[src/rtl/id_hazard_ctrl.sv]
// ID-stage hazard and forwarding controller for a 5-stage MIPS pipeline.
// Shadows the EX/MEM destination info, drives operand forwarding and the load-use stall.
module id_hazard_ctrl #(
    parameter int STALL_CNT_W = 16
) (
    input  logic                   clk,
    input  logic                   reset,
    input  logic [31:0]            dinstOut,
    input  logic                   regrt,
    input  logic                   wreg,
    input  logic                   m2reg,
    input  logic                   usesRs,
    input  logic                   usesRt,
    input  logic                   flush,
    output logic                   stall,
    output logic                   pcWrite,
    output logic                   ifidWrite,
    output logic [1:0]             fwdA,
    output logic [1:0]             fwdB,
    output logic [4:0]             edest,
    output logic [4:0]             mdest,
    output logic [STALL_CNT_W-1:0] stallCount
);

    typedef struct packed {
        logic [4:0] dest;
        logic       wr;
        logic       ld;
    } slot_t;

    typedef enum logic [1:0] {
        FWD_RF       = 2'b00,
        FWD_EX_ALU   = 2'b01,
        FWD_MEM_ALU  = 2'b10,
        FWD_MEM_LOAD = 2'b11
    } fwd_sel_e;

    localparam slot_t BUBBLE = '{dest: 5'd0, wr: 1'b0, ld: 1'b0};

    logic [4:0] rs;
    logic [4:0] rt;
    slot_t      id_slot;
    slot_t      ex_q;
    slot_t      mem_q;
    logic       ex_load_hits_rs;
    logic       ex_load_hits_rt;
    logic       unused_bits;

    assign rs          = dinstOut[25:21];
    assign rt          = dinstOut[20:16];
    assign unused_bits = ^{dinstOut[31:26], dinstOut[10:0]};

    assign id_slot.dest = regrt ? dinstOut[20:16] : dinstOut[15:11];
    assign id_slot.wr   = wreg;
    assign id_slot.ld   = m2reg;

    // Register 0 is hard-wired, so a producer targeting it is never a real dependency.
    function automatic logic writes_reg(input slot_t s, input logic [4:0] r);
        return s.wr && (s.dest != 5'd0) && (s.dest == r);
    endfunction

    // Youngest producer wins; an EX load can't forward and falls through to MEM.
    function automatic fwd_sel_e fwd_select(input slot_t ex, input slot_t mem,
                                            input logic [4:0] src);
        fwd_sel_e sel;
        sel = FWD_RF;
        if (writes_reg(ex, src) && !ex.ld)
            sel = FWD_EX_ALU;
        else if (writes_reg(mem, src))
            sel = mem.ld ? FWD_MEM_LOAD : FWD_MEM_ALU;
        return sel;
    endfunction

    always_comb begin
        // NOTE: every always_comb output gets a default first so no path can infer a latch.
        ex_load_hits_rs = 1'b0;
        ex_load_hits_rt = 1'b0;
        if (ex_q.ld) begin
            ex_load_hits_rs = usesRs && writes_reg(ex_q, rs);
            ex_load_hits_rt = usesRt && writes_reg(ex_q, rt);
        end
    end

    assign stall     = ex_load_hits_rs || ex_load_hits_rt;
    assign pcWrite   = ~stall;
    assign ifidWrite = ~stall;

    assign fwdA  = fwd_select(ex_q, mem_q, rs);
    assign fwdB  = fwd_select(ex_q, mem_q, rt);
    assign edest = ex_q.dest;
    assign mdest = mem_q.dest;

    // NOTE: sequential state uses non-blocking assignments so every register samples pre-edge values.
    always_ff @(posedge clk or posedge reset) begin
        if (reset) begin
            ex_q  <= BUBBLE;
            mem_q <= BUBBLE;
        end else begin
            mem_q <= ex_q;
            ex_q  <= (stall || flush) ? BUBBLE : id_slot;
        end
    end

    always_ff @(posedge clk or posedge reset) begin
        if (reset)
            stallCount <= '0;
        else if (stall && (stallCount != {STALL_CNT_W{1'b1}}))
            stallCount <= stallCount + STALL_CNT_W'(1);
    end

endmodule

[config.mk]
export PLATFORM = sky130hd
export DESIGN_NAME = id_hazard_ctrl
export DESIGN_NICKNAME = d
export VERILOG_FILES = /design/src/rtl/id_hazard_ctrl.sv
export SDC_FILE = /design/constraint.sdc
export NUM_CORES = 1
export LEC_CHECK = 0
export ABC_AREA = 1
export CORE_ASPECT_RATIO = 1.2
export CORE_MARGIN = 5
export CORE_UTILIZATION = 41
export CTS_BUF_LIST = sky130_fd_sc_hd__clkbuf_8
export DETAILED_ROUTE_END_ITERATION = 16
export PLACE_DENSITY = 0.85
export SKIP_LAST_GASP = 1
export SYNTH_ARGS = -nofsm -noshare
export SYNTH_HDL_FRONTEND = slang
export SYNTH_SLANG_ARGS = --single-unit
export TNS_END_PERCENT = 30
[constraint.sdc]
create_clock -name clk -period 1.62 [get_ports clk]
set_clock_uncertainty 0.15 [all_clocks]
set_input_delay 0.324 -clock clk [delete_from_list [all_inputs] [get_ports clk]]
set_output_delay 0.324 -clock clk [all_outputs]
set_load 0.02 [all_outputs]
; After elaboration in Yosys (flattened, before gate mapping)
; Index checks and enable logic that the tools add are counted.
[classes]
n_eq_ne = 5
n_bitwise = 1
addsub = 1
n_mux = 9
reduce_logical = 16
[op_table]
columns = cell, count
row1 = equality test 5 bit, 4
row2 = "adder 16 x 1 -> 16 bit, second input constant", 1
row3 = "inequality test 16 bit, second input constant", 1
row4 = logical AND 1 bit, 11
row5 = nonzero test 5 bit, 2
row6 = two-way mux 2 bit, 4
row7 = two-way mux 7 bit, 1
row8 = two-way mux 5 bit, 1
row9 = two-way mux 1 bit, 3
row10 = logical OR 1 bit, 2
row11 = zero test 1 bit, 1
row12 = inverter 1 bit, 1
[totals]
reg_bits = 30
wordCells = 39
in_bits = 40
output_inout_bits = 33

; Logic depth before layout (Yosys ltp)
; Gate-level depths: netlist (run 1).
[depth]
ltp_word = 8
depth_mapped = 12
depth_no_buf = 11

; Worst setup path before layout (run 1)
; No wires, ideal clock.
[synth_timing]
kind = register to register
startpoint = reg stallCount[0]
endpoint = reg stallCount[6]
t_arrival_ns = 1.661
setup_ns = 0.066
t_required_ns = 1.404
path_stages_with_launch = 11
path_buffers = 1
path_slack_ns = -0.256
synth_period_minus_slack_ns = 1.876
cell_sequence = dfrtp_1 ha_1 nand2_1 nor2_4 nand2_2 nor2_4 nand4_4 nand3_2 buf_6 nand2_1 nand2_1
[synth_between]
elab_chain_len = 2
elab_cells_between_ends = 3
cone_classes = add/sub (1) / eq/ne (1) / reduce/logical (1)
[synth_rtl]
columns = item, line_no
row1 = from (decl), 22  ; output logic [STALL_CNT_W-1:0] stallCount
row2 = from (signal assigned), 108  ; stallCount <= stallCount + STALL_CNT_W'(1);
row3 = "parallel branches: the longest is 2 deep, another holds adder 16 x 1 -> 16 bit", --
; Parallel ways; which one is timed is not known.
; A chain may end at the register's enable or synchronous reset.

; Worst setup path after layout (run 1)
[layout_timing]
startpoint = reg mem_q, in the netlist mdest[1]
endpoint = out fwdA[0]
[layout_between]
elab_chain_len = 5
elab_cells_between_ends = 6
cone_classes = eq/ne (1) / mux (2) / reduce/logical (3)
[layout_rtl]
columns = item, line_no
row1 = from (decl), 44  ; slot_t mem_q;
row2 = from (signal assigned), 99  ; mem_q <= ex_q;
row3 = nonzero test 5 bit, 59  ; return s.wr && (s.dest != 5'd0) && (s.dest == r);
row4 = logical AND 1 bit, 59
row5 = logical AND 1 bit *, 59
row6 = two-way mux 2 bit *, 69  ; else if (writes_reg(mem, src))
row7 = two-way mux 2 bit *, 67  ; if (writes_reg(ex, src) && !ex.ld)
row8 = to (decl), 18  ; output logic [1:0] fwdA,
; Mark *: on every way between the ends. The rest lies on a longest branch, timed or not.

==> impl_metrics.toml, run 1 <==
[drt]
ant_nets = 0
drtPass1Iterations = 4
via_per_inst = 4.96
drtIter0Drc = 114
via_count = 1945
drcViolationCount = 0
wl_per_cell_um = 14.3
wirelength_um = 5600

[final_layout]
syn_to_final_growth_pct = 58.9
multi_input_area_um2 = 1130
regArea_um2 = 763
utilization_pct = 66.5
antenna_cells = 0
nFillCells = 373
fin_area_um2 = 3010
drive_above_1_share_pct = 32.0
final_cells = 392
layout.nets = 374

[yosys]
synth_area_um2 = 1890
synthSimpleGateAreaFrac_pct = 33.7
synth-xor-area-share_pct = 11.6
syn_inst = 250
yosys.area.top_type = "dfrtp_1"
synth-compound-area-share_pct = 1.25
synth.net_count = 291
yosysTopAreaCellShare_pct = 39.6
yosys_register_bits = 30
synth_fa_ha_area_share_pct = 0.661
yosysSeqAreaShare_pct = 39.6
avgSynthCellArea_um2 = 7.58
synth.area.top_cells = "dfrtp_1, nand2_1, nand3_1, xor2_1, inv_1"
synth.distinct_cells = 23
async_flop_share_pct = 100
synth_warnings = 0
synth_edf_count = 0
ys.flop_type = "dfrtp_1"
synth_mux_area_share_pct = 1.59
synth_top_family_by_area = "simple AND/OR/NAND/NOR gates"

[timing]
hold_violations = 0
rsz0062_at_grt = "yes"
finalCritPeriodShare_pct = 126
setup_viol = 55
drv_slew = 0
tightest_slew_ns = 0.355
fmax_mhz = 489
setup_slack_ns = -0.425
min_period_ns = 2.04
timing.slew.headroom_pct = 76.1

[global_route]
grt_max_degree = 31
grt_pass1_vias = 1921
grt_pass1_wl_um = 8690
gr-total-overflow = 0
grtUsageTotal_pct = 18.0
antenna_found_initial = 0

[floorplan]
start_util_pct = 41.8
core_um2 = 4530
ios = 73
rows = 27
dieArea_um2 = 6090
dieWidth_um = 72.1
die_y_um = 84.5

[worst_hold_path]
hold_path_class = "input port to asynchronous set/reset pin"

[clock_network]
clock_sinks = 30
clkTransAtPathRegs_ns = 0.06
clkLatencyLatePin_ns = 0.28
cts_tree = "done"
htreeDepth = 2
root_buffer = "clkbuf_8"
clock_path_buffers = 2
cts_buffers = 5

[status]
violations = "setup timing"
outcome = "finished with violations"

[critical_path]
cp.arrival_ns = 1.57
cp-end-kind = "output pin"
crit_fanout = 4
start_kind = "register"
setup.worst_path.class = "register to output pin"
crit_required_ns = 1.15

[power]
p_seq_share_pct = 46.5
p_leak_nw = 1.52
powerDensity_nw_per_um2 = 578
power.share.clock_pct = 34.7
finalPower_mw = 1.74
p_sw_share_pct = 27.3
switching_power_mw = 0.476
power_frac_comb_pct = 18.8
vdd_drop_max_mv = 0.466
internal_power_mw = 1.26

[placement]
dp_hpwl_um = 3850
dp_cells = 381
routabilityCongestion = 0.916
dpl_cell_area_um2 = 2720
port_buffers = 55

[job]
max_cap_viol_count = 0
layout by cell type (no fill, tap or decap), types with 7 or more instances in the layout:
| cell | synthesis | final |
|---|---|---|
| xor2_1 | 14 | 14 |
| inv_1 | 30 | 27 |
| dlygate4sd2_1 | 0 | 9 |
| dfrtp_2 | 0 | 10 |
| buf_6 | 1 | 9 |
| nand2_2 | 2 | 11 |
| nand3_1 | 32 | 26 |
| nand2_1 | 77 | 65 |
| nor2_1 | 18 | 7 |
| buf_4 | 11 | 31 |
| nor2_2 | 2 | 8 |
| xnor2_1 | 11 | 10 |
| clkdlybuf4s50_1 | 0 | 37 |
| nor2_4 | 2 | 7 |
| dfrtp_1 | 30 | 20 |
flip-flops by register name, summed over array words and instances (netlist names):
name and flops:
edest 5, ex_q 2, mdest 5, mem_q 2
stallCount 16
through the flow:
step | setup slack, ns | TNS [ns] | hold slack, ns
finish | -0.425 | -9.60 | 0.240
global route | -0.529 | -14.22 | 0.256
CTS | -0.498 | -12.77 | 0.227
detailed placement | -1.01 | -20.42 | 0.213
global placement | -0.967 | -19.21 | 0.217
floorplan | -0.0972 | -1.40 | 0.204
layout make-up:
| cell class | count | area share, % |
|---|---|---|
| well taps | 58 | 2.41 |
| multi-input cells | 176 | 37.5 |
| inverters | 30 | 3.74 |
| repair buffers | 90 | 28.0 |
| flip-flops and latches | 30 | 25.4 |
| clock buffers | 6 | 2.74 |
| clock inverters | 2 | 0.291 |
cell families after synthesis:
group	Yosys count
simple gates	142
buf+inv	45
flops	30
xor+xnor	25
compound gates	4
mux	3
fa+ha+maj	1
Yosys cell counts, drive strengths merged, types with 2 or more instances:
cell	count
buf	15
nand4	5
nand3	33
xnor2	11
nand2	79
inv	30
dfrtp	30
nor4	2
nor2	22
mux2i	3
o21ai	3
xor2	14
power by group through the flow:
stage / sequential [mW] / combinational [mW] / clock, mW
final: 0.810 / 0.327 / 0.604
after CTS: 0.804 / 0.288 / 0.636
after floorplan: 0.818 / 0.149 / 0
after global routing: 0.813 / 0.351 / 0.665
after detailed placement: 0.818 / 0.283 / 0
after global placement: 0.817 / 0.277 / 0
repair_timing:
action / in CTS / in global routing
pin swaps: 13 / 23
buffers inserted: 2 / 2
hold buffers: 0 / 0
cloned: 1 / 0
endpoints found under the setup margin: 56 / 56
resized for setup: 57 / 50
worst paths after layout:
check | from | end | slack, ns | cells past startpoint
worst max register to register | edest[3] | stallCount[3] | -0.13 | 11
worst max-delay path | mdest[1] | fwdA[0] | -0.42 | 6
min in group clk | ex_q[1] | mem_q[1] | 0.25 | 0
worst min-delay path | reset | mdest[1] | 0.24 | 3
worst min register to register | ex_q[1] | mem_q[1] | 0.25 | 0
max in group asynchronous | reset | stallCount[0] | 0.90 | 3
worst max-delay path, cell delays in order, from the launching register on:
cell and delay (ns):
dfrtp_1 0.43, xnor2_1 0.25, nand3_1 0.13, nor4_2 0.21, nand2_1 0.08, nand2_1 0.08, buf_6 0.12
layer usage:
metal	wire, µm	global-route usage, %	share of wire (%)
met5	0	0	0
met1	2070	20.4	37
met4	63	6.32	1.1
met3	360	4.55	6.4
met2	3100	32.1	55
(Power assumes the default switching activity.)
==> inputs of run 2 (changes only) <==
--- a/config.mk
+++ b/config.mk
@@ -8,10 +8,9 @@
 export ABC_AREA = 1
 export CORE_ASPECT_RATIO = 1.2
 export CORE_MARGIN = 5
-export CORE_UTILIZATION = 41
-export CTS_BUF_LIST = sky130_fd_sc_hd__clkbuf_8
+export CORE_UTILIZATION = 40
 export DETAILED_ROUTE_END_ITERATION = 16
-export PLACE_DENSITY = 0.85
+export PLACE_DENSITY = 0.83
 export SKIP_LAST_GASP = 1
 export SYNTH_ARGS = -nofsm -noshare
 export SYNTH_HDL_FRONTEND = slang
==> run 2 against run 1 <==
Against the previous run:
- the run still ends with setup timing left
- sequential power down 0.9%
- count of clock-buffer cells in the layout rose by 1
- clock power increased by 4.5%
- critical path type unchanged
- die area increased by 2.2%
- largest power group unchanged
- worst setup slack better by 0.0073 ns
- design area down 1.5%
- via count is 4.3% lower
==> impl_metrics.toml, run 2 (synthesized netlist as in run 1, its figures left out) <==
[drt]
via_per_inst = 4.71
ant_nets = 0
via_count = 1861
drtPass1Iterations = 4
wl_per_cell_um = 12.9
drcViolationCount = 0
wirelength_um = 5100
drtIter0Drc = 65

[final_layout]
utilization_pct = 64.5
fin_area_um2 = 2970
layout.nets = 377
largest_register_ffs = 16
final_cell_mix = "nand2_1, buf_4, clkdlybuf4s50_1"
largest-register = "stallCount"
layout_commonest_cell = "nand2_1"
syn_to_final_growth_pct = 56.5
antenna_cells = 0
drive_above_1_share_pct = 26.7

[clock_network]
cts_buffers = 5
root_buffer = "clkbuf_8"
htreeDepth = 2
clock_path_buffers = 2
clkTransAtPathRegs_ns = 0.07
clock_sinks = 30
clkLatencyLatePin_ns = 0.28
cts_tree = "done"

[critical_path]
worstReg2RegEnd = "stallCount[2]"
setup.worst_path.class = "register to output pin"
cp.arrival_ns = 1.56
reg2reg_slack_ns = -0.16
reg2reg_depth = 11
crit_required_ns = 1.15
start_kind = "register"
crit_fanout = 6
timing.rr.start = "edest[3]"
cp-end-kind = "output pin"

[floorplan]
dieArea_um2 = 6220
die_y_um = 85.4
ios = 73
dieWidth_um = 72.8
core_um2 = 4590
rows = 27
start_util_pct = 41.2

[timing]
setup_slack_ns = -0.418
drv_slew = 0
min_period_ns = 2.04
tightest_slew_ns = 0.290
finalCritPeriodShare_pct = 126
rsz0062_at_grt = "yes"
fmax_mhz = 491
tns_ns = -8.65
setup_viol = 49
hold_violations = 0
timing.slew.headroom_pct = 80.6

[power]
powerDensity_nw_per_um2 = 591
vdd_drop_max_mv = 0.546
p_leak_nw = 1.61

[status]
violations = "setup timing"
outcome = "finished with violations"

[job]
max_cap_viol_count = 0

[placement]
port_buffers = 55
pre_cts_ws_ns = -1.05
dpl_cell_area_um2 = 2740
routabilityCongestion = 0.906
dp_hpwl_um = 3800

[global_route]
gr-total-overflow = 0
grtUsageTotal_pct = 17.5
grt_pass1_vias = 1876
grt_pass1_wl_um = 8510
grt_max_degree = 31
antenna_found_initial = 0

[worst_hold_path]
hold_path_class = "input port to asynchronous set/reset pin"
run 2: what timing repair did:
item,4_1_cts,5_1_grt
cloned,1,0
resized for setup,57,36
hold buffers,0,0
pin swaps,18,15
buffers inserted,6,1
endpoints found under the setup margin,56,56
run 2: cell type report:
| class | instances | area (µm²) |
|---|---|---|
| clock buffers | 7 | 86.3 |
| clock inverters | 1 | 5.00 |
| fillers | 388 | 1630 |
| inverters | 30 | 113 |
| multi-input cells | 176 | 1050 |
| flip-flops and latches | 30 | 759 |
| well taps | 58 | 72.6 |
| repair buffers | 93 | 878 |
run 2: report_power, final:
group	total, mW	switching, mW	internal [mW]
clock network	0.631	0.289	0.342
logic	0.317	0.157	0.160
registers	0.803	0.0289	0.775
total	1.75	0.475	1.28
run 2: critical path: stages (launching register included):
cell	delay (ns)
dfrtp_2	0.44
inv_1	0.08
nand2_1	0.05
nand2_1	0.07
nand3_2	0.11
nor2_4	0.14
nand3_1	0.09
nand2_2	0.11
nand2_4	0.07
buf_6	0.13
run 2: worst max-delay path by stage:
stage | to | slack (ns) | cells after the start | start
2_1_floorplan | stallCount[2] | -0.1 | 10 | stallCount[0]
3_3_place_gp | fwdB[0] | -0.97 | 7 | dinstOut[18]
3_5_place_dp | fwdB[0] | -1.05 | 7 | dinstOut[16]
4_1_cts | fwdB[0] | -0.50 | 6 | mdest[0]
5_1_grt | stall | -0.52 | 7 | edest[2]
6_report | ifidWrite | -0.42 | 9 | edest[3]
run 2: metal layers:
layer	GRT usage (%)	vias up	wire length (µm)
met5	0	-	0
met4	5.54	0	71
met3	4.03	7	318
met2	32.3	55	2680
met1	19.4	855	2030
li1	-	944	-
run 2: per-stage QoR:
stage          std cells  hold WS, ns  total power, mW
2_1_floorplan        250        0.204            0.967
3_3_place_gp         382        0.222             1.10
3_5_place_dp         382        0.222             1.11
5_1_grt              395        0.232             1.85
6_report             395        0.222             1.75
4_1_cts              396        0.221             1.76
==> inputs of run 3 (changes only) <==
--- a/config.mk
+++ b/config.mk
@@ -9,9 +9,9 @@
 export CORE_ASPECT_RATIO = 1.2
 export CORE_MARGIN = 5
 export CORE_UTILIZATION = 40
+export CTS_CLUSTER_DIAMETER = 40
 export DETAILED_ROUTE_END_ITERATION = 16
 export PLACE_DENSITY = 0.83
-export SKIP_LAST_GASP = 1
 export SYNTH_ARGS = -nofsm -noshare
 export SYNTH_HDL_FRONTEND = slang
 export SYNTH_SLANG_ARGS = --single-unit
==> run 3 against run 2 <==
Against the previous run:
- the run still ends with setup timing left
- cell count increased by 0.51%
- utilization decreased by 0.11 points
- combinational power hardly changed
==> impl_metrics.toml, run 3 (synthesized netlist as in run 1, its figures left out) <==
[clock_network]
clkTransAtPathRegs_ns = 0.07
cts_hold_buf = 0
clock_path_buffers = 2
cts_buffers = 5
htreeDepth = 2
cts_tree = "done"
clkLatencyLatePin_ns = 0.28
root_buffer = "clkbuf_8"
clock_sinks = 30

[power]
vdd_drop_max_mv = 0.544
power.share.clock_pct = 36.0
p_seq_share_pct = 45.9
p_sw_share_pct = 27.4
power_frac_comb_pct = 18.1
powerDensity_nw_per_um2 = 592
finalPower_mw = 1.75
switching_power_mw = 0.480
p_leak_nw = 1.62
internal_power_mw = 1.27

[final_layout]
antenna_cells = 0
syn_to_final_growth_pct = 56.3
largest-register = "stallCount"
final_cells = 397
drive_above_1_share_pct = 31.0
final_cell_mix = "nand2_1, buf_4, inv_1"
utilization_pct = 64.4
nFillCells = 387
layout.nets = 379
layout_commonest_cell = "nand2_1"
largest_register_ffs = 16

[timing]
fmax_mhz = 484
finalCritPeriodShare_pct = 128
hold_slack_ns = 0.221
timing.slew.headroom_pct = 80.2
min_period_ns = 2.07
drv_slew = 0
setup_viol = 30
hold_violations = 0
setup_slack_ns = -0.447
tightest_slew_ns = 0.294
rsz0062_at_grt = "yes"

[floorplan]
core_um2 = 4590
dieArea_um2 = 6220
ios = 73
start_util_pct = 41.2
dieWidth_um = 72.8
rows = 27
die_y_um = 85.4

[placement]
dp_hpwl_um = 3800
port_buffers = 55
routabilityCongestion = 0.906
dp_cells = 382

[drt]
ant_nets = 0
wl_met1_um = 2180
drtPass1Iterations = 4
drcViolationCount = 0
drtIter0Drc = 61
wl_per_cell_um = 13.3
wirelength_um = 5270
highest_layer = "met4"
via_count = 1878
via_per_inst = 4.73
met2_length_um = 2810
met3_wirelength_um = 218

[global_route]
grtUsageTotal_pct = 17.5
gr-total-overflow = 0
antenna_found_initial = 0
grt_max_degree = 31
grt_pass1_vias = 1880
grt_pass1_wl_um = 8520

[critical_path]
start_kind = "register"
cp-end-kind = "output pin"
critPathLaunch = "edest[3]"
cp_common_cell = "nand2_1"
slowest_delay_ns = 0.44
setup.worst_path.class = "register to output pin"
path_buf_inv = 2
timing.rr.start = "edest[3]"
cp_cell_sequence = "inv_1 > nand2_1 > nand2_1 > nand3_2 > nor2_4 > nand3_1 > nand2_2 > nand2_4 > buf_6"
cp_slowest_cell = "dfrtp_2"
crit_fanout = 6
critical-path-top-delay-family = "simple AND/OR/NAND/NOR gates"
cp.arrival_ns = 1.59
crit_required_ns = 1.15

[status]
outcome = "finished with violations"
violations = "setup timing"

[worst_hold_path]
hold_path_class = "input port to asynchronous set/reset pin"

[job]
max_cap_viol_count = 0
run 3: cell count changes in the layout (fill, tap and decap cells not counted), moves of 2 or more:
cell,previous run,this run
clkdlybuf4s50_1,31,12
dlygate4sd2_1,9,22
clkbuf_2,0,6
dlymetal6s2s_1,5,1
buf_6,11,13
clkdlybuf4s15_2,0,2
nand2_1,68,66
nand3_1,29,27
nand3_2,3,5
run 3: power by group through the flow:
stage               logic (mW)  clock network (mW)  registers [mW]
finish                   0.316               0.631           0.804
detailed placement       0.291                   0           0.817
global placement         0.286                   0           0.816
floorplan                0.149                   0           0.818
global route             0.347               0.694           0.807
CTS                      0.297               0.652           0.801
run 3: worst reg2reg max path: stages, from the launching register on:
cell,delay (ns)
dfrtp_2,0.44
inv_1,0.08
nand2_1,0.05
nand2_1,0.07
nand3_2,0.11
nor2_4,0.14
nand3_1,0.10
nand2_2,0.12
buf_6,0.13
nand3_4,0.16
nand2_2,0.11
nand2_1,0.05
run 3: worst paths after layout:
check	end	slack [ns]	cells past startpoint
hold reg to reg	mem_q[1]	0.26	0
setup / recovery	ifidWrite	-0.45	9
setup reg to reg	stallCount[2]	-0.20	11
min in group clk	mem_q[1]	0.26	0
hold / removal	mdest[1]	0.22	3
max in group asynchronous	stallCount[0]	0.92	3
run 3: timing repair:
item | 4_1_cts | 5_1_grt
endpoints found under the hold margin | 0 | 0
resized for setup | 105 | 31
gates cloned | 1 | 0
pin swaps | 19 | 19
endpoints found under the setup margin | 56 | 40
setup buffers | 6 | 2
run 3: cell type report:
class / instances / area [µm²] / share of cell area [%]
clock buffer: 7 / 86.3 / 2.92
timing repair buffer: 95 / 842 / 28.4
inverter: 30 / 113 / 3.80
sequential: 30 / 758 / 25.6
clock inverter: 1 / 5.00 / 0.169
tap: 58 / 72.6 / 2.45
multi-input combinational: 176 / 1080 / 36.6
run 3: routing by layer:
metal  vias to the layer above  global-route usage, %
met5                         -                      0
met4                         0                   5.54
met3                         7                   3.91
met2                        42                   32.4
met1                       884                   19.4
li1                        945                      -
run 3: stage by stage:
step                worst slack, ns  setup TNS, ns  cell area [µm²]
global placement             -0.974         -18.52             2740
CTS                          -0.501          -5.79             2900
detailed placement            -1.05         -20.23             2740
floorplan                   -0.0972          -1.40             1950
finish                       -0.447          -6.01             2960
global route                 -0.534          -9.12             2960
==> RTL edit 1: new RTL, flow settings as in run 1 <==
The parameter `STALL_CNT_W` goes from 16 to 32.
--- a/src/rtl/id_hazard_ctrl.sv
+++ b/src/rtl/id_hazard_ctrl.sv
@@ -1,7 +1,7 @@
 // ID-stage hazard and forwarding controller for a 5-stage MIPS pipeline.
 // Shadows the EX/MEM destination info, drives operand forwarding and the load-use stall.
 module id_hazard_ctrl #(
-    parameter int STALL_CNT_W = 16
+    parameter int STALL_CNT_W = 32
 ) (
     input  logic                   clk,
     input  logic                   reset,
Ports: changed (resized stallCount); port bits go from 73 to 89. The function was not compared with the original's and may differ.
==> RTL edit 1 against run 1 <==
The flow still finishes with violations (negative setup slack). Non-clock buffer count up 77. Power up 38%. Sequential cell count up 16. Largest cell class unchanged. Area after synthesis up 68%. Setup slack worse by 0.19 ns. Design area up 66%. Combinational power up 4%. Count of clock-buffer cells in the layout down 1. Wire length up 110%. Global-route usage up 6.0 points.
==> RTL edit 1: results (changes against run 1) <==
Final HPWL DP=7759 um (+100%); Max FO, Critical Path=4 (unchanged); nets=657 (+76%); Num CTS Buffers=5 (unchanged); Leak=0.002438 uW (+60%); Post-synth top cells=nand2_1, nor2_1, dfrtp_1, inv_1, nand4_1; max reg flops=32 (+16); I/O Buffers=71 (+29%); setup_tns=-34.49 ns (-24.89 ns); violated checks=negative setup slack; WL per Instance=16.50 um (+16%); Max IR drop VDD=0.4578 mV (-1.7%); Critical R2R Capture=stallCount[23]; FILL cells=671 (+80%); Top reg by flops=stallCount; # diodes=0 (unchanged); switch share=25.79% (-1.5 points); layout cells sized above 1=29.17% (-2.9 points); slowest CP cell=dfrtp_1; CTS root buffer=clkbuf_8; worst-skew pair later-pin latency=0.31 ns (+0.03 ns); min setup slack post-route=-0.6121 ns (-0.1873 ns); Max-slew headroom=72.58% (-3.5 points); first-pass GRT wire length=18,770 um (+120%); antenna violations before repair=0 (unchanged); Vias/cell=5.219 (+5.2%); status=complete, but fails checks; first drt pass iteration count=4 (unchanged); post-synthesis sequential area ratio=36.28% (-3.4 points); Placement Setup Slack=-1.111 ns (-0.1035 ns); largest cells by area after synthesis=dfrtp_1, nand2_1, nor2_1; Cell variety after synth=24 (+4.3%); worst reg2reg path depth=11 (unchanged); GR Util All Layers=24.03% (+6.0 points); crit-path max cell delay=0.45 ns (+0.02 ns); clk slew on worst S/H paths=0.09 ns (+0.03 ns); Min Hold Slack=0.2155 ns (-0.02407 ns); CP arrival=1.76 ns (+0.19 ns); vias in the first global route=3,896 (+100%); Placer Congestion=0.9975 (+8.9%); largest net degree at the start of global routing=47 (+52%); Synth async-reset ratio=100.0% (unchanged); critical path's top delay family=simple AND/OR/NAND/NOR gates; YS warnings=0 (unchanged); Finish-stage setup viols=88 (+60%); syn nets=508 (+75%); worst reg-to-reg setup slack=-0.59 ns (-0.46 ns); 1st-iter DRT viols=335 (+190%); H-tree depth=2 (unchanged); hold crit path type=in2async
RTL edit 1: per-layer routing:
layer,wire (um),GRT usage [%],up-vias
met3,804,4.317,39
met5,0,0,-
li1,-,-,1765
met4,483,9.681,0
met1,4226,25.93,1730
met2,6183,45.66,166
RTL edit 1: final cells by class:
class	instances	share of cell area [%]
well taps	92	2.309
flip-flops and latches	46	23.44
multi-input cells	358	38.39
repair buffers	167	30.82
clock buffers	5	1.380
clock inverters	3	0.8030
inverters	38	2.861
RTL edit 1: kinds of logic (layout without fill, tap and decap cells):
group | Yosys count | in the layout | share of synthesized area, %
compound gates | 4 | 4 | 0.6309
buf+inv | 63 | 213 | 9.581
xor+xnor | 29 | 29 | 8.005
simple gates | 320 | 320 | 43.85
flops | 46 | 46 | 36.28
fa+ha+maj | 1 | 1 | 0.3943
mux | 4 | 4 | 1.262
RTL edit 1: worst min-delay path, cell delays in order:
cell and delay (ns):
clkdlybuf4s50_1 0.42, inv_2 0.07, buf_12 0.25
RTL edit 1: power groups by stage:
| stage | logic [uW] | clock network [uW] | registers, uW |
|---|---|---|---|
| after floorplan | 167 | 0 | 1220 |
| after global placement | 296 | 0 | 1220 |
| after detailed placement | 309 | 0 | 1230 |
| after CTS | 322 | 876 | 1210 |
| after global routing | 365 | 928 | 1210 |
| final | 340 | 859 | 1210 |
RTL edit 1: how the worst max path moves through the flow:
stage / startpoint / to / slack [ns] / cells after the start
global placement: dinstOut[22] / fwdA[0] / -1.02 / 8
finish: mdest[3] / fwdB[0] / -0.61 / 6
floorplan: stallCount[0] / stallCount[28] / -0.12 / 10
global route: mdest[1] / fwdB[0] / -0.66 / 6
detailed placement: dinstOut[22] / fwdA[0] / -1.11 / 8
CTS: mdest[0] / fwdA[0] / -0.63 / 7
RTL edit 1: what timing repair did:
item,in CTS,in global routing
gates cloned,5,0
gates resized for setup,85,38
pin swaps,13,8
setup buffers,11,8
setup endpoints to repair,88,88
RTL edit 1: stage by stage:
step | cell area (sq um) | instances | total power (uW)
floorplan | 3242 | 467 | 1391
global placement | 4503 | 682 | 1521
detailed placement | 4503 | 682 | 1536
CTS | 4942 | 706 | 2404
global route | 4986 | 709 | 2503
finish | 4986 | 709 | 2406
==> RTL edit 2: new RTL, flow settings as in run 1 <==
Without the edit above. Put one more register stage on the output `stallCount`, without a reset. The value now appears one clock later. The other outputs are not delayed to match.
--- a/src/rtl/id_hazard_ctrl.sv
+++ b/src/rtl/id_hazard_ctrl.sv
@@ -36,6 +36,8 @@
     } fwd_sel_e;
 
     localparam slot_t BUBBLE = '{dest: 5'd0, wr: 1'b0, ld: 1'b0};
+
+    logic [STALL_CNT_W-1:0] stallCount_s0;
 
     logic [4:0] rs;
     logic [4:0] rt;
@@ -103,9 +105,13 @@
 
     always_ff @(posedge clk or posedge reset) begin
         if (reset)
-            stallCount <= '0;
-        else if (stall && (stallCount != {STALL_CNT_W{1'b1}}))
-            stallCount <= stallCount + STALL_CNT_W'(1);
+            stallCount_s0 <= '0;
+        else if (stall && (stallCount_s0 != {STALL_CNT_W{1'b1}}))
+            stallCount_s0 <= stallCount_s0 + STALL_CNT_W'(1);
+    end
+
+    always_ff @(posedge clk) begin
+        stallCount <= stallCount_s0;
     end
 
 endmodule
Behaviour: not the same (Yosys sat finds a counterexample within 4 cycles, from zero or initial values and one cycle with reset high).
==> RTL edit 2 against run 1 <==
The flow still finishes with violations (negative setup slack). Worst hold slack got worse by 0.035 ns. Via count rose by 7.5%. Setup slack got worse by 0.12 ns. Power rose by 36%. Non-clock buffer count fell by 2. Register-to-register slack got worse by 0.25 ns. Utilization fell by 4.0 points. Sequential cell count rose by 16. Sequential power rose by 49%. Area after synthesis rose by 19%. Wire length rose by 10%. Design area rose by 10%. First-iteration DRC count fell by 38%. Highest routed layer unchanged.
==> RTL edit 2: results (changes against run 1) <==
Placement Setup Slack=-1.109 ns (-0.1010 ns); met3 Track Usage GR=4.554% (about the same); clk slew on worst S/H paths=0.08 ns (+0.02 ns); met1 GRT Util=19.84% (-0.55 points); Seq/total area=32.55% (+7.2 points); Final HPWL DP=4242 um (+10%); clock buffer count=5 (-1); min setup slack post-route=-0.5486 ns (-0.1238 ns); CP arrival=1.69 ns (+0.12 ns); Max FO, Critical Path=5 (+1); syn_area_per_cell=8.435 sq um (+11%); Total Wirelength=6167 um (+10%); row count=29 (+7.4%); 1st-iter DRT viols=71 (-38%); dpl cells=394 (+3.4%); invs w/o clock=25 (-17%); Worst Tran Pin Value=0.3164 ns (-0.03849 ns); area occupied by multi-input gates=0.001112 sq mm (-1.4%); count of plain and timing-repair buffers=88 (-2.2%); violated checks=negative setup slack; area leader, netlist=dfrtp_1; NonClk Buf Share=25.38% (-2.6 points); crit-path max cell delay=0.46 ns (+0.03 ns); Final Util=62.54% (-4.0 points); worst-skew pair later-pin latency=0.30 ns (+0.02 ns); met1 WL=2384 um (+15%); setup_tns=-13.39 ns (-3.787 ns); GR Util All Layers=17.64% (-0.34 points); multi-input gates=178 (+1.1%); routed wl met3=385 um (+6.9%); wire length on met2=3283 um (+5.9%); Placer Congestion=0.9746 (+6.4%); Post-synth top cells=nand2_1, dfrtp_1, nor2_1, inv_1, nand4_1; dpl cell area=0.003012 sq mm (+11%); post-synthesis sequential area ratio=47.56% (+7.9 points); clock network area share=3.323% (+0.29 points); largest cells by area after synthesis=dfrtp_1, dfxtp_1, nand2_1; status=complete, but fails checks; syn nets=308 (+5.8%); Synth async-reset ratio=65.22% (-35 points); hold crit path type=in2async; Vias/cell=5.138 (+3.5%); Leak=0.001620 uW (+6.6%); FILL cells=409 (+9.7%); Max IR drop VDD=0.4861 mV (+4.4%); Finish-stage setup viols=53 (-3.6%); layout cells sized above 1=24.93% (-7.1 points)
-- RTL edit 2: changes by cell type in the layout (fill, tap and decap cells not counted), sizes merged, moves of 2 or more --
cell	run 1	this run
buf	42	40
xor2	14	17
nand3	34	16
dfxtp	0	16
nor2	22	29
nand4	5	19
inv	31	26
nand2	79	72
nor3	1	4
-- RTL edit 2: worst max-delay path, delay by kind of cell, from the launching register on --
kind | cells | cell delay [ns]
buffers and inverters | 3 | 0.22
and+or+nand+nor | 7 | 0.72
DFF | 1 | 0.46
-- RTL edit 2: kinds of logic (layout without fill, tap and decap cells) --
logic type	count (synthesis)	after routing	synth area share (%)
adder cells (fa/ha/maj)	1	1	0.5555
XOR/XNOR	29	29	11.28
buffers and inverters	43	121	9.611
AO/OA/AOI/OAI	3	3	0.6665
AND/OR/NAND/NOR	142	142	29.00
multiplexers	3	3	1.333
flip-flops	46	46	47.56
-- RTL edit 2: repair_timing --
action | CTS | global route
hold buffers | 0 | 0
pin swaps | 14 | 14
resized for setup | 70 | 27
gates cloned | 0 | 0
setup endpoints to repair | 56 | 56
setup buffers | 4 | 1
-- RTL edit 2: where the power goes --
group	internal [uW]	switching, uW	total [uW]
registers	1170	35.7	1210
clock network	454	383	837
logic	157	170	327
total	1780	589	2370
-- RTL edit 2: path summary, 6_finish.rpt --
kind	start	end	slack (ns)	cells after the start
min in group clk	ex_q[1]	mem_q[1]	0.23	0
min reg2reg	ex_q[1]	mem_q[1]	0.23	0
max	edest[1]	stall	-0.55	10
max in group asynchronous	reset	mdest[4]	0.93	3
min	reset	mdest[1]	0.20	3
max reg2reg	edest[1]	stallCount_s0[12]	-0.38	13
